### src/rtl/outp_frame_collector.sv
// outp_frame_collector
// Samples the comparator's serial result (outp) and overflow flag (overflw)
// on a strobe and packs FRAME_W samples into a parallel word. Each word is
// presented through a single-entry valid/ready buffer together with a
// per-frame overflow flag. A saturating counter tracks overflow samples.
//
// Optional feature: define OUTP_FRAME_COLLECTOR_PARITY_EN to register the
// XOR-reduction of each completed word on frame_parity. When it is not
// defined, frame_parity is tied to 0.
//
// Ports:
//   clock, reset   - rising-edge clock, synchronous active-high reset
//   sample_en      - sampling strobe for bit_in / ovf_in
//   bit_in         - serial data (comparator outp)
//   ovf_in         - overflow flag (comparator overflw)
//   frame_ready    - consumer accepts the buffered word
//   frame_valid    - buffer holds a complete frame
//   frame_data     - completed frame, first sampled bit in the MSB
//   frame_ovf      - ovf_in was seen on at least one sample of the frame
//   frame_parity   - XOR of frame_data (0 when parity is not built)
//   ovf_count      - saturating count of samples with ovf_in=1
//   drop_err       - one-cycle pulse when a completed frame is discarded
module outp_frame_collector #(
    parameter int unsigned FRAME_W   = 8,
    parameter int unsigned OVF_CNT_W = 4
) (
    input  logic                 clock,
    input  logic                 reset,
    input  logic                 sample_en,
    input  logic                 bit_in,
    input  logic                 ovf_in,
    input  logic                 frame_ready,
    output logic                 frame_valid,
    output logic [FRAME_W-1:0]   frame_data,
    output logic                 frame_ovf,
    output logic                 frame_parity,
    output logic [OVF_CNT_W-1:0] ovf_count,
    output logic                 drop_err
);

    localparam int unsigned CNT_W = $clog2(FRAME_W);
    localparam logic [CNT_W-1:0] CNT_LAST = CNT_W'(FRAME_W - 1);

    typedef enum logic {
        IDLE  = 1'b0,
        SHIFT = 1'b1
    } state_t;

    state_t state;
    state_t state_next;

    logic [FRAME_W-2:0] sreg;
    logic [CNT_W-1:0]   bit_cnt;
    logic               frame_ovf_acc;

    logic               complete_c;
    logic               load_c;
    logic               drop_c;
    logic [FRAME_W-1:0] word_c;
    logic               word_ovf_c;

    // Assembled word and overflow status including the current sample
    assign word_c     = {sreg, bit_in};
    assign word_ovf_c = frame_ovf_acc | ovf_in;

    // State register
    always_ff @(posedge clock) begin
        if (reset) begin
            state <= IDLE;
        end else begin
            state <= state_next;
        end
    end

    // Next state, completion detect and buffer load/drop decision
    always_comb begin
        state_next = state;
        complete_c = 1'b0;
        load_c     = 1'b0;
        drop_c     = 1'b0;
        case (state)
            IDLE: begin
                if (sample_en) begin
                    state_next = SHIFT;
                end
            end
            SHIFT: begin
                if (sample_en && (bit_cnt == CNT_LAST)) begin
                    complete_c = 1'b1;
                    state_next = IDLE;
                end
            end
            default: state_next = IDLE;
        endcase
        // A draining buffer can take the new word in the same cycle
        if (complete_c) begin
            if (!frame_valid || frame_ready) begin
                load_c = 1'b1;
            end else begin
                drop_c = 1'b1;
            end
        end
    end

    // Collection datapath, output buffer and overflow counter
    always_ff @(posedge clock) begin
        if (reset) begin
            sreg          <= '0;
            bit_cnt       <= '0;
            frame_ovf_acc <= 1'b0;
            ovf_count     <= '0;
            drop_err      <= 1'b0;
            frame_valid   <= 1'b0;
            frame_data    <= '0;
            frame_ovf     <= 1'b0;
        end else begin
            if (sample_en) begin
                sreg          <= word_c[FRAME_W-2:0];
                bit_cnt       <= complete_c ? '0 : bit_cnt + CNT_W'(1);
                frame_ovf_acc <= complete_c ? 1'b0 : word_ovf_c;
                if (ovf_in && (ovf_count != '1)) begin
                    ovf_count <= ovf_count + OVF_CNT_W'(1);
                end
            end
            drop_err <= drop_c;
            if (load_c) begin
                frame_valid <= 1'b1;
                frame_data  <= word_c;
                frame_ovf   <= word_ovf_c;
            end else if (frame_valid && frame_ready) begin
                frame_valid <= 1'b0;
            end
        end
    end

`ifdef OUTP_FRAME_COLLECTOR_PARITY_EN
    logic par_acc;

    // Running parity of the partial frame, folded into the buffer on load
    always_ff @(posedge clock) begin
        if (reset) begin
            par_acc      <= 1'b0;
            frame_parity <= 1'b0;
        end else begin
            if (sample_en) begin
                par_acc <= complete_c ? 1'b0 : (par_acc ^ bit_in);
            end
            if (load_c) begin
                frame_parity <= par_acc ^ bit_in;
            end
        end
    end
`else
    assign frame_parity = 1'b0;
`endif

endmodule

### config.mk
export PLATFORM = sky130hd
export DESIGN_NAME = outp_frame_collector
export DESIGN_NICKNAME = d
export VERILOG_FILES = /design/src/rtl/outp_frame_collector.sv
export SDC_FILE = /design/constraint.sdc
export NUM_CORES = 1
export LEC_CHECK = 0
export ABC_AREA = 1
export BUFFER_PORTS_ARGS = -buffer_cell sky130_fd_sc_hd__buf_2
export CAP_MARGIN = 30
export CELL_PAD_IN_SITES_DETAIL_PLACEMENT = 0
export CELL_PAD_IN_SITES_GLOBAL_PLACEMENT = 1
export CORE_MARGIN = 5
export CORE_UTILIZATION = 41
export DETAILED_ROUTE_END_ITERATION = 7
export HOLD_SLACK_MARGIN = 0.12
export PLACE_DENSITY = 0.82
export SKIP_LAST_GASP = 1
export SYNTH_ARGS = -nofsm -noshare
export SYNTH_HDL_FRONTEND = slang
export SYNTH_SLANG_ARGS = --single-unit
export TNS_END_PERCENT = 50
### constraint.sdc
create_clock -name clock -period 2.6 [get_ports clock]
set_input_delay 0.52 -clock clock [delete_from_list [all_inputs] [get_ports clock]]
set_output_delay 0.52 -clock clock [all_outputs]
set_load 0.02 [all_outputs]
**Yosys cells after proc, flatten, opt, wreduce, memory -nomap -nowiden**

Cells that the tools add are included.

- Register bits: 27
- Bits in latches: 0
- Bits in writable memories: 0
- Memory bits (read-only): 0
- Output and inout port bits: 16
- Memories: 0

- Add/sub/neg operators: 2
- Multipliers: 0
- Div/mod/pow operators: 0
- Order comparisons: 0
- Equal/unequal tests: 2
- Shift operators: 0
- Multiplexer cells: 12
- Bitwise operators: 3
- Reductions and logical operators: 8

Operators with widths:

| cell | count |
|---|---|
| $mux W1 | 10 |
| $add A4 B1 Y4 const B | 1 |
| $ne A4 B4 Y1 const B | 1 |
| $add A3 B1 Y3 const B | 1 |
| $eq A3 B3 Y1 const B | 1 |
| $logic_and A1 B1 Y1 | 3 |
| $mux W3 | 1 |
| $not A1 Y1 | 2 |
| $pmux W1 S2 | 1 |
| $reduce_and A2 Y1 | 1 |
| $reduce_bool A2 Y1 | 1 |
| $reduce_or A2 Y1 | 1 |
| $logic_not A1 Y1 | 1 |
| $logic_or A1 B1 Y1 | 1 |
| $or A1 B1 Y1 | 1 |

**Logic depth before layout (Yosys ltp)**

- Word-level depth: 6
- Mapped depth: 8
- Mapped depth without buffers: 8

**Least setup slack after synthesis**

No wires, ideal clock.

- Path type: input-to-reg
- From: input port ovf_in
- To: register frame_ovf
- Arrival: 1.112 ns
- Required time: 2.484 ns
- Setup slack: 1.373 ns
- Stages: 4
- Path buffers: 1
- Cells stage by stage: buf_2 or2_2 o21ai_0 nor2_1

- Cells in the longest elaborated chain, start to end: 1

RTL lines:

| element | line | source |
|---|---|---|
| start, declared | 31 | `input logic ovf_in,` |
| $or A1 B1 Y1 | 64 | `assign word_ovf_c = frame_ovf_acc \| ovf_in;` |
| end signal, assigned | 129 | `frame_ovf <= word_ovf_c;` |
| end, declared | 35 | `output logic frame_ovf,` |

No other way between the ends.
A chain may end at the register's enable or synchronous reset.

**Worst setup path in the final report**

- From: register ovf_count[0]
- To: output port ovf_count[0]

RTL lines:

| element | line | source |
|---|---|---|
| start, declared | 37 | `output logic [OVF_CNT_W-1:0] ovf_count,` |
| start signal, assigned | 122 | `ovf_count <= ovf_count + OVF_CNT_W'(1);` |

No word-level cell between the ends.

==> flow_metrics.env <==
export IMPL_grt_start_max_net_pins=19
export IMPL_ys_warn_count=0
export IMPL_overflow=0
export IMPL_cts_resized=0
export IMPL_ys_types=24
export IMPL_layout_commonest_cell="nor2_1"
export IMPL_ctsHoldBuffers=0
export IMPL_die_area_um2=3830
export IMPL_grt_pass1_vias=803
export IMPL_max_freq_ghz=0.686
export IMPL_cp_end_kind="primary output"
export IMPL_crit_type="flip-flop to primary output"
export IMPL_postCtsSetupBuffers=0
export IMPL_postSynthAreaPerCell_um2=7.99
export IMPL_cts_root_buffer="clkbuf_4"
export IMPL_ir_worst_vdd_mv=0.385
export IMPL_firstDrtPassIters=4
export IMPL_cts_htree_levels=1
export IMPL_fin_skew_ns=0.00934
export IMPL_synth_cells=138
export IMPL_critPathArrivalTime_ns=0.94
export IMPL_cp_max_fo=5
export IMPL_synth_seq_cells=27
export IMPL_critPathTopFamily="flip-flops"
export IMPL_clk_path_buf_depth=2
export IMPL_cts_buffers=3
export IMPL_drive_gt1_frac=0.199
export IMPL_yosysSeqAreaShare=0.490
export IMPL_io_pins=22
export IMPL_hold_path_class="primary input to flip-flop"
export IMPL_total_power_mw=0.664
export IMPL_final_cell_mix="nor2_1, dfxtp_1, buf_2, nand2_1, o21ai_0"
export IMPL_power_leakage_nw=0.571
export IMPL_cp_num_buf_inv=1
export IMPL_netlist_area_leader_share=0.490
export IMPL_port_buffers=20
export IMPL_final_core_util=0.487
export IMPL_seqCellArea_um2=541
export IMPL_num_vias=886
export IMPL_max_cap_violations=0
export IMPL_power_per_cell_area_nw_per_um2=541
export IMPL_path_depth=1
export IMPL_cts_tree="built"
export IMPL_fillers=264
export IMPL_crit_path_max_incr_delay_ns=0.42
export IMPL_fin_nets=166
export IMPL_syn_cell_area_um2=1100
export IMPL_finalWorstSetupSlack_ns=1.14
export IMPL_finalHoldWorstSlack_ns=0.437
export IMPL_whs_path_depth=3
export IMPL_hpwl_mm=1.45
export IMPL_worstPathCellList="buf_2"
export IMPL_multi_input_area_um2=468
export IMPL_synth_area_leaders="dfxtp_1, nor2_1, o21ai_0"
export IMPL_grt_setup_unrepaired="false"
export IMPL_detail_route_antenna_nets=0
export IMPL_min_period_ns=1.46
export IMPL_period_share=0.560
export IMPL_grtUsageTotal=0.118
export IMPL_slowest_stage="dfxtp_1"
export IMPL_rows=18
export IMPL_initial_core_util=0.437
export IMPL_n_antenna_cell=0
export IMPL_setup_violations_final=0
export IMPL_hold_violations=0
export IMPL_wirelength_mm=1.97
export IMPL_core_um2=2520
export IMPL_synth_nets=147
export IMPL_reg2regPathDepth=7
export IMPL_dieHeight_um=61.9
export IMPL_numClockSinks=27
export IMPL_dp_slack_ns=1.07
export IMPL_vias_per_cell=4.76
export IMPL_syn_to_final_growth_pct=11.4
export IMPL_gp_congestion=0.802
export IMPL_worstSetupStartpointType="flip-flop"
export IMPL_clock_latency_ns=0.32
export IMPL_clkSlewWorstSetupHoldPaths_ns=0.14
export IMPL_crit_required_ns=2.08
export IMPL_wl_per_cell_um=10.6
export IMPL_drt_iter0_drc=58
export IMPL_yosys_area_top_type="dfxtp_1"
export IMPL_antenna_found_initial=0
export IMPL_tns_ns=0
export IMPL_drc_errors=0
export IMPL_grt_pass1_wl_mm=3.38
export IMPL_drv_slew=0
export IMPL_fp_dieW_um=61.9
export IMPL_status="completed"
[flip-flops by register name, summed over array words and instances (netlist names)]
register,flops
frame_ovf,1
frame_valid,1
sreg,7
drop_err,1
frame_data,8
state,1
bit_cnt,3
frame_ovf_acc,1
ovf_count,4
[path summary, 6_finish.rpt]
path	to	slack, ns	startpoint
worst max register to register	frame_data[3]$_SDFFE_PP0P_	1.22	bit_cnt[0]$_SDFFE_PP0P_
worst min register to register	frame_data[0]$_SDFFE_PP0P_	0.49	frame_data[0]$_SDFFE_PP0P_
worst min-delay path	sreg[0]$_SDFFE_PP0P_	0.44	bit_in
worst max-delay path	ovf_count[0]	1.14	ovf_count[0]$_SDFFE_PP0P_
[kinds of logic (layout without fill, tap and decap cells)]
family                   count (synthesis)  count (layout)  share of synthesized area
AO/OA/AOI/OAI                           24              24                      0.111
adder cells (fa/ha/maj)                  3               3                     0.0341
buffers and inverters                   16              34                     0.0851
flip-flops                              27              27                      0.490
other                                    1               1                    0.00340
AND/OR/NAND/NOR                         67              67                      0.276
[metal layers]
layer / vias up / GRT usage / wire length [um]
met5: - / 0 / 0
met4: 0 / 0.0273 / 19
met3: 2 / 0.0434 / 111
met2: 17 / 0.193 / 888
met1: 384 / 0.149 / 948
li1: 483 / - / -
[worst min-delay path: stages]
cell	delay, ns
buf_2	0.09
nor2_1	0.04
nor2_1	0.08
[layout make-up]
| cell class | count | share of cell area |
|---|---|---|
| Sequential cell | 27 | 0.440 |
| Multi-Input combinational cell | 95 | 0.381 |
| Timing Repair Buffer | 20 | 0.0815 |
| Inverter | 10 | 0.0449 |
| Tap cell | 30 | 0.0306 |
| Clock buffer | 4 | 0.0214 |
[cells in the mapped netlist]
cell and n:
nor2_1 39, dfxtp_1 27, nand2_1 14, o21ai_0 13, a21oi_1 7, inv_1 6, nand4_1 4, buf_2 3
ha_1 3, nand3_1 3, nor3_1 3, o21ai_1 3, inv_4 2, buf_4 1, buf_6 1, clkbuf_2 1
clkinv_8 1, conb_1 1, inv_2 1, nand2_8 1, nand3_4 1, nor2_2 1, o21a_1 1, or2_2 1
[metrics by stage]
step	cell area, um^2	std cells
global route	1230	186
finish	1230	186
detailed placement	1200	182
floorplan	1100	138
CTS	1230	186
global placement	1200	182
[power by group]
group | switching, mW | total (mW) | internal, mW
clock network | 0.116 | 0.176 | 0.0600
registers | 0.00925 | 0.436 | 0.427
logic | 0.0329 | 0.0516 | 0.0187
(Power assumes the default switching activity.)
